<file path="src/rtl/gemm_tile_scheduler_if.sv">
// Job control, SRAM address and MAC strobe bundle between the GEMM scheduler and its surroundings.
// master = scheduler side (drives addresses/strobes/status), slave = top-level registers, SRAMs and MAC array.
interface gemm_tile_scheduler_if #(
    parameter int AddrWidth     = 12,
    parameter int SizeAddrWidth = 32
);
    logic                     start_i;
    logic [SizeAddrWidth-1:0] M_size_i;
    logic [SizeAddrWidth-1:0] K_size_i;
    logic [SizeAddrWidth-1:0] N_size_i;
    logic [AddrWidth-1:0]     sram_a_addr_o;
    logic [AddrWidth-1:0]     sram_b_addr_o;
    logic [AddrWidth-1:0]     sram_c_addr_o;
    logic                     sram_c_we_o;
    logic                     mac_valid_o;
    logic                     mac_clear_o;
    logic                     busy_o;
    logic                     done_o;
    logic                     err_o;
    logic [31:0]              cycle_count_o;

    modport master (
        input  start_i, M_size_i, K_size_i, N_size_i,
        output sram_a_addr_o, sram_b_addr_o, sram_c_addr_o, sram_c_we_o,
               mac_valid_o, mac_clear_o, busy_o, done_o, err_o, cycle_count_o
    );

    modport slave (
        output start_i, M_size_i, K_size_i, N_size_i,
        input  sram_a_addr_o, sram_b_addr_o, sram_c_addr_o, sram_c_we_o,
               mac_valid_o, mac_clear_o, busy_o, done_o, err_o, cycle_count_o
    );
endinterface

</file>
<file path="src/rtl/gemm_tile_scheduler.sv">
// Output-stationary GEMM tile sequencer; optional busy-cycle counter under GEMM_SCHED_PERF_CNT_EN.
// Each tile takes K+2 cycles (K stream, 1 drain, 1 write); no backpressure, the datapath must keep up.
module gemm_tile_scheduler #(
    parameter int AddrWidth     = 12,
    parameter int SizeAddrWidth = 32,
    parameter int RowPar        = 4,
    parameter int ColPar        = 16
) (
    input  logic                  clk_i,
    input  logic                  rst_i,
    gemm_tile_scheduler_if.master bus
);

    localparam int RowShift = $clog2(RowPar);
    localparam int ColShift = $clog2(ColPar);
    localparam logic [SizeAddrWidth-1:0] RowMask = SizeAddrWidth'(RowPar - 1);
    localparam logic [SizeAddrWidth-1:0] ColMask = SizeAddrWidth'(ColPar - 1);

    typedef enum logic [2:0] {
        IDLE,
        STREAM,
        DRAIN,
        WRITE,
        DONE
    } state_t;

    state_t                   state_q;

    // Latched job geometry
    logic [SizeAddrWidth-1:0] m_t_q;
    logic [SizeAddrWidth-1:0] n_t_q;
    logic [SizeAddrWidth-1:0] k_size_q;

    // Loop counters
    logic [SizeAddrWidth-1:0] k_q;
    logic [SizeAddrWidth-1:0] tile_m_q;
    logic [SizeAddrWidth-1:0] tile_n_q;

    // Running bases replace multipliers; modulo-2^AddrWidth sums equal the truncated full products
    logic [AddrWidth-1:0]     a_base_q;
    logic [AddrWidth-1:0]     b_base_q;
    logic [AddrWidth-1:0]     c_idx_q;

    // Registered outputs
    logic [AddrWidth-1:0]     a_addr_q;
    logic [AddrWidth-1:0]     b_addr_q;
    logic [AddrWidth-1:0]     c_addr_q;
    logic                     c_we_q;
    logic                     mac_valid_q;
    logic                     mac_clear_q;
    logic                     busy_q;
    logic                     done_q;
    logic                     err_q;

    logic                     job_ok;
    logic [SizeAddrWidth-1:0] k_nxt;
    logic                     k_last;
    logic                     last_n;
    logic                     last_m;
    logic [AddrWidth-1:0]     k_size_trunc;
    logic [AddrWidth-1:0]     a_base_nxt;
    logic [AddrWidth-1:0]     b_base_nxt;

    assign job_ok = (bus.M_size_i != '0) && (bus.K_size_i != '0) && (bus.N_size_i != '0) &&
                    ((bus.M_size_i & RowMask) == '0) && ((bus.N_size_i & ColMask) == '0);

    assign k_nxt        = k_q + 1'b1;
    assign k_last       = (k_nxt == k_size_q);
    assign last_n       = (tile_n_q + 1'b1 == n_t_q);
    assign last_m       = (tile_m_q + 1'b1 == m_t_q);
    assign k_size_trunc = AddrWidth'(k_size_q);

    // Moving to the next tile_m row rewinds B to column-tile 0 and steps A by one K block
    assign a_base_nxt = last_n ? (a_base_q + k_size_trunc) : a_base_q;
    assign b_base_nxt = last_n ? '0 : (b_base_q + k_size_trunc);

    always_ff @(posedge clk_i or posedge rst_i) begin
        if (rst_i) begin
            state_q     <= IDLE;
            m_t_q       <= '0;
            n_t_q       <= '0;
            k_size_q    <= '0;
            k_q         <= '0;
            tile_m_q    <= '0;
            tile_n_q    <= '0;
            a_base_q    <= '0;
            b_base_q    <= '0;
            c_idx_q     <= '0;
            a_addr_q    <= '0;
            b_addr_q    <= '0;
            c_addr_q    <= '0;
            c_we_q      <= 1'b0;
            mac_valid_q <= 1'b0;
            mac_clear_q <= 1'b0;
            busy_q      <= 1'b0;
            done_q      <= 1'b0;
            err_q       <= 1'b0;
        end else begin
            case (state_q)
                IDLE: begin
                    if (bus.start_i) begin
                        m_t_q    <= bus.M_size_i >> RowShift;
                        n_t_q    <= bus.N_size_i >> ColShift;
                        k_size_q <= bus.K_size_i;
                        if (job_ok) begin
                            state_q  <= STREAM;
                            busy_q   <= 1'b1;
                            err_q    <= 1'b0;
                            k_q      <= '0;
                            tile_m_q <= '0;
                            tile_n_q <= '0;
                            a_base_q <= '0;
                            b_base_q <= '0;
                            c_idx_q  <= '0;
                            a_addr_q <= '0;
                            b_addr_q <= '0;
                        end else begin
                            state_q <= DONE;
                            done_q  <= 1'b1;
                            err_q   <= 1'b1;
                        end
                    end
                end

                STREAM: begin
                    // The address presented now returns from SRAM next cycle
                    mac_valid_q <= 1'b1;
                    mac_clear_q <= (k_q == '0);
                    if (k_last) begin
                        state_q <= DRAIN;
                    end else begin
                        k_q      <= k_nxt;
                        a_addr_q <= a_base_q + AddrWidth'(k_nxt);
                        b_addr_q <= b_base_q + AddrWidth'(k_nxt);
                    end
                end

                DRAIN: begin
                    mac_valid_q <= 1'b0;
                    mac_clear_q <= 1'b0;
                    c_we_q      <= 1'b1;
                    c_addr_q    <= c_idx_q;
                    state_q     <= WRITE;
                end

                WRITE: begin
                    c_we_q <= 1'b0;
                    k_q    <= '0;
                    if (last_n && last_m) begin
                        state_q <= DONE;
                        busy_q  <= 1'b0;
                        done_q  <= 1'b1;
                    end else begin
                        state_q  <= STREAM;
                        tile_n_q <= last_n ? '0 : tile_n_q + 1'b1;
                        tile_m_q <= last_n ? tile_m_q + 1'b1 : tile_m_q;
                        a_base_q <= a_base_nxt;
                        b_base_q <= b_base_nxt;
                        a_addr_q <= a_base_nxt;
                        b_addr_q <= b_base_nxt;
                        c_idx_q  <= c_idx_q + 1'b1;
                    end
                end

                DONE: begin
                    done_q  <= 1'b0;
                    state_q <= IDLE;
                end

                default: begin
                    state_q <= IDLE;
                end
            endcase
        end
    end

    assign bus.sram_a_addr_o = a_addr_q;
    assign bus.sram_b_addr_o = b_addr_q;
    assign bus.sram_c_addr_o = c_addr_q;
    assign bus.sram_c_we_o   = c_we_q;
    assign bus.mac_valid_o   = mac_valid_q;
    assign bus.mac_clear_o   = mac_clear_q;
    assign bus.busy_o        = busy_q;
    assign bus.done_o        = done_q;
    assign bus.err_o         = err_q;

`ifdef GEMM_SCHED_PERF_CNT_EN
    logic        start_acc;
    logic [31:0] cyc_q;

    assign start_acc = (state_q == IDLE) && bus.start_i && job_ok;

    // Rejected starts leave the previous job's count visible
    always_ff @(posedge clk_i or posedge rst_i) begin
        if (rst_i) begin
            cyc_q <= '0;
        end else if (start_acc) begin
            cyc_q <= '0;
        end else if (busy_q && (cyc_q != '1)) begin
            cyc_q <= cyc_q + 1'b1;
        end
    end

    assign bus.cycle_count_o = cyc_q;
`else
    assign bus.cycle_count_o = '0;
`endif

endmodule
</file>
<file path="src/flat_wrapper.sv">
// flat-port wrapper written by rule: the top's interface ports become plain ports
module gemm_tile_scheduler_flat 
#(
    parameter int AddrWidth     = 12,
    parameter int SizeAddrWidth = 32,
    parameter int RowPar        = 4,
    parameter int ColPar        = 16
)
  (clk_i, rst_i, bus_start_i, bus_M_size_i, bus_K_size_i, bus_N_size_i, bus_sram_a_addr_o, bus_sram_b_addr_o, bus_sram_c_addr_o, bus_sram_c_we_o, bus_mac_valid_o, bus_mac_clear_o, bus_busy_o, bus_done_o, bus_err_o, bus_cycle_count_o);
  gemm_tile_scheduler_if #(.AddrWidth(AddrWidth), .SizeAddrWidth(SizeAddrWidth)) bus_i ();
  input  logic clk_i;
  input  logic rst_i;
  input wire logic [$bits(bus_i.start_i)-1:0] bus_start_i;
  input wire logic [$bits(bus_i.M_size_i)-1:0] bus_M_size_i;
  input wire logic [$bits(bus_i.K_size_i)-1:0] bus_K_size_i;
  input wire logic [$bits(bus_i.N_size_i)-1:0] bus_N_size_i;
  output wire logic [$bits(bus_i.sram_a_addr_o)-1:0] bus_sram_a_addr_o;
  output wire logic [$bits(bus_i.sram_b_addr_o)-1:0] bus_sram_b_addr_o;
  output wire logic [$bits(bus_i.sram_c_addr_o)-1:0] bus_sram_c_addr_o;
  output wire logic [$bits(bus_i.sram_c_we_o)-1:0] bus_sram_c_we_o;
  output wire logic [$bits(bus_i.mac_valid_o)-1:0] bus_mac_valid_o;
  output wire logic [$bits(bus_i.mac_clear_o)-1:0] bus_mac_clear_o;
  output wire logic [$bits(bus_i.busy_o)-1:0] bus_busy_o;
  output wire logic [$bits(bus_i.done_o)-1:0] bus_done_o;
  output wire logic [$bits(bus_i.err_o)-1:0] bus_err_o;
  output wire logic [$bits(bus_i.cycle_count_o)-1:0] bus_cycle_count_o;
  assign bus_i.start_i = bus_start_i;
  assign bus_i.M_size_i = bus_M_size_i;
  assign bus_i.K_size_i = bus_K_size_i;
  assign bus_i.N_size_i = bus_N_size_i;
  assign bus_sram_a_addr_o = bus_i.sram_a_addr_o;
  assign bus_sram_b_addr_o = bus_i.sram_b_addr_o;
  assign bus_sram_c_addr_o = bus_i.sram_c_addr_o;
  assign bus_sram_c_we_o = bus_i.sram_c_we_o;
  assign bus_mac_valid_o = bus_i.mac_valid_o;
  assign bus_mac_clear_o = bus_i.mac_clear_o;
  assign bus_busy_o = bus_i.busy_o;
  assign bus_done_o = bus_i.done_o;
  assign bus_err_o = bus_i.err_o;
  assign bus_cycle_count_o = bus_i.cycle_count_o;
  gemm_tile_scheduler #(.AddrWidth(AddrWidth), .SizeAddrWidth(SizeAddrWidth), .RowPar(RowPar), .ColPar(ColPar)) u_core (.clk_i(clk_i), .rst_i(rst_i), .bus(bus_i));
endmodule
</file>
<file path="config.mk">
export PLATFORM = sky130hd
export DESIGN_NAME = gemm_tile_scheduler_flat
export DESIGN_NICKNAME = d
export VERILOG_FILES = /design/src/rtl/gemm_tile_scheduler_if.sv /design/src/rtl/gemm_tile_scheduler.sv /design/src/flat_wrapper.sv
export SDC_FILE = /design/constraint.sdc
export NUM_CORES = 1
export LEC_CHECK = 0
export CORE_MARGIN = 4
export CORE_UTILIZATION = 38
export CTS_CLUSTER_SIZE = 14
export DETAILED_ROUTE_END_ITERATION = 8
export GPL_ROUTABILITY_DRIVEN = 1
export PLACE_DENSITY = 0.65
export SYNTH_ARGS = -nofsm -noshare
export SYNTH_HDL_FRONTEND = slang
export SYNTH_SLANG_ARGS = --single-unit
</file>
<file path="constraint.sdc">
create_clock -name clk_i -period 25.1 [get_ports clk_i]
set_clock_uncertainty 0.05 [all_clocks]
set_input_delay 3.765 -clock clk_i [delete_from_list [all_inputs] [get_ports clk_i]]
set_output_delay 3.765 -clock clk_i [all_outputs]
set_load 0.02 [all_outputs]
</file>
==> summary.txt <==
Outcome
  • Status: finished, final reports clean

STA
  • Worst slew pin tran: about 1100 ps
  • Final Max Slew Viols: 0
  • Final Cycle Share: between 20% and 30%
  • RSZ-0062 raised after global routing: no
  • Rel. slew slack: between 20% and 30%
  • WHS: 437 ps
  • Final setup fails: 0
  • Fin Setup TNS: 0 ps
  • Min Clock Period, post-route: 7240 ps
  • Max Fclk: around 140 MHz
  • Final hold violation count: 0

CTS
  • CTS max path bufs: 3
  • Num CTS Buffers: 34
  • Quantity of gates resized following cts: 0
  • Post-CTS setup buffer count: 0
  • Clock-pin slew on the worst setup and hold paths: 60 ps
  • CTS root buf: clkbuf_16
  • Worst-skew pair later-pin latency: 550 ps
  • Clock tree from TritonCTS: yes
  • CTS HTree Levels: 2
  • Hold-fix buffers, CTS: 0
  • Clock sink total: 267

Drt
  • Via Count: 16,300
  • Routed len/inst: 21.7 µm
  • First-pass DRT Iterations: 6
  • Final wirelength: 58.5 mm
  • Via/cell ratio: 6.05
  • Antenna violation net count after detailed routing: 0
  • Initial DRC Count: roughly 1,500
  • Post-route DRC violation count: 0

Worst setup path
  • RR Startpoint: u_core.k_q[3]
  • Crit end category: register
  • CP Max Fanout: 27
  • Critical R2R Capture: u_core.bus.sram_b_addr_o[8]
  • CP peak stage delay: 670 ps
  • Crit path from: bus_K_size_i[4]
  • Crit path DAT: 7640 ps
  • CP Class: in -> reg
  • R2R cell count: 11
  • R2R setup slack: ~19,000 ps
  • Critical Path, Cell by Cell: clkdlybuf4s50_1 > nor4_1 > nand4_1 > o21ai_0 > nor3_1 > nand2_1 > nand2_1 > o31ai_4 > buf_4 > o21ai_0 > o21ai_0
  • Most used cell, CP: o21ai_0
  • Worst EP required: 25,500 ps
  • Startpoint types: input pin
  • Worst Setup EP: u_core.tile_n_q[2]
  • Crit path max-delay cell type: nor4_1

Synth
  • Register bit total from synthesis: 267
  • Post-synth EDFFs: 0
  • Top_reg_cell synth: dfrtp_1
  • Leading post-synthesis cells by cell area: dfrtp_1 37%, mux2_2 6.3%, xnor2_1 4.7%, o21ai_0 4.3%, ha_1 3.4%
  • Syn Inst Count: ~2,000
  • Most common cell in the netlist: dfrtp_1
  • Post-synth top area share: 37.0%
  • Leading area contributor after synthesis: dfrtp_1
  • Distinct cell type count after synthesis: 83
  • Sequential fraction of the synthesis area: 37.0%
  • Commonest cells post-synth: 267 x dfrtp_1, 156 x nand2_1, 156 x o21ai_0, 110 x clkbuf_1, 110 x nor2_1
  • Synthesized area per cell: around 9 µm²
  • Async SR Flop Fraction: 100%
  • Warnings, synthesis: 0
  • Cell Area, Synth: 0.0181 mm²

Floorplan
  • Die width: ~230 µm
  • Initial Utilization: 38.6%
  • Die area: 0.0511 mm²
  • Die H: 226 µm
  • Io pins: between 150 and 200
  • Core region area: 0.0468 mm²
  • Row cnt: 79

Power and ir drop
  • P per Cell Area: 80.9 mW/mm²
  • Leak Pwr: 8.28 nW
  • Pwr Total: 1.69 mW
  • VDD IR max: 0.0452 mV

Global routing
  • First-pass GRT wire length: 91.9 mm
  • Initial antenna violation count: 1
  • Gr ovfl total: 0
  • Largest net degree at the start of global routing: 180
  • Vias in the first global route: between 15,000 and 20,000
  • GR Util All Layers: between 20% and 30%

Hold path
  • Hold Path Class: reg -> reg
  • Hold Path Origin: u_core.bus.sram_c_we_o

Finish
  • N_diodes: 0
  • Final cell count without fillers: 2,693
  • Area grow syn2layout: 15.7%
  • Final Util: 44.7%
  • Fraction of layout cells with a size suffix above 1: 9.54%
  • Final nets: 2,218

Place
  • I/O Buffers: 140
  • Detailed Place HPWL: 41.8 mm
  • Placed Cells: 2,637
  • Placer Congestion: 0.921

Job
  • Max cap viols: 0
-- worst max-delay path, delay by kind of cell --
family,cells,cell delay (ps)
AO/OA/AOI/OAI,4,970
AND/OR/NAND/NOR,5,2010
buffers and inverters,2,880
-- flip-flops by register name (all words and copies together), names as in the netlist, 28 cells and up --
signal,flops
u_core.m_t_q,30
u_core.n_t_q,28
u_core.k_size_q,32
u_core.tile_n_q,32
u_core.tile_m_q,32
u_core.k_q,32
-- power breakdown --
part | total [mW] | internal [mW] | switching (mW)
clock | 0.505 | 0.310 | 0.195
sequential | 0.632 | 0.503 | 0.130
combinational | 0.554 | 0.253 | 0.301
total | 1.69 | 1.07 | 0.626
-- metrics by stage --
stage | area [µm²] | setup WS (ps)
finish | 20900 | 17860
global placement | 19800 | 17520
CTS | 20900 | 17970
detailed placement | 19800 | 17400
floorplan | 18200 | 13930
global route | 20900 | 17630
-- per-layer routing --
| metal | track usage [%] | wire length [µm] | vias up |
|---|---|---|---|
| met4 | 8.14 | 1880 | 2 |
| li1 | - | - | 7535 |
| met3 | 4.97 | 4200 | 114 |
| met5 | 0 | 13 | - |
| met2 | 35.6 | 27100 | 598 |
| met1 | 30.4 | 25300 | 8032 |
-- area by class of cell --
| class | instances | area (µm²) |
|---|---|---|
| timing repair buffer | 160 | 1560 |
| fill | 4512 | 25900 |
| sequential | 267 | 6680 |
| multi-input combinational | 1559 | 10600 |
| tap | 607 | 759 |
| clock inverter | 12 | 173 |
| inverter | 44 | 173 |
| clock buffer | 44 | 960 |
-- logic make-up (layout without fill, tap and decap cells) --
group / after synthesis / in the layout / synth area share [%]
flops: 267 / 267 / 37.0
compound gates: 487 / 487 / 17.7
buf+inv: 209 / 260 / 5.23
mux: 123 / 123 / 7.59
fa+ha+maj: 53 / 53 / 3.84
other cells: 1 / 32 / 0.0208
xor+xnor: 160 / 160 / 8.16
simple gates: 704 / 704 / 20.4
-- worst min path at each step --
| stage | endpoint | slack, ps | depth (start not counted) |
|---|---|---|---|
| global placement | u_core.bus.sram_b_addr_o[4] | 430 | 1 |
| CTS | u_core.bus.sram_b_addr_o[4] | 440 | 1 |
| detailed placement | u_core.bus.sram_b_addr_o[4] | 430 | 1 |
| floorplan | u_core.c_idx_q[5] | 410 | 1 |
| global route | u_core.bus.sram_b_addr_o[4] | 460 | 1 |
| finish | u_core.bus.sram_c_we_o | 440 | 1 |
-- cell usage in the layout (no fill, tap or decap), types with 21 or more instances in the layout --
master	netlist	layout
mux2_2	101	101
nand4_1	62	62
nand2_1	156	155
inv_1	43	42
ha_1	49	49
a31oi_1	37	37
nor2_1	110	107
clkbuf_16	0	35
xnor2_1	96	96
and3_1	27	27
a21o_1	28	28
conb_1	1	32
dfrtp_1	267	267
a21oi_1	69	68
nor3_1	68	66
a211oi_1	21	21
nand3_1	88	88
o21ai_0	156	156
xor2_1	59	59
or3_1	21	21
o31ai_1	35	34
clkdlybuf4s50_1	0	140
nor4_1	61	61
No activity file was read; power rests on OpenSTA's default activity.
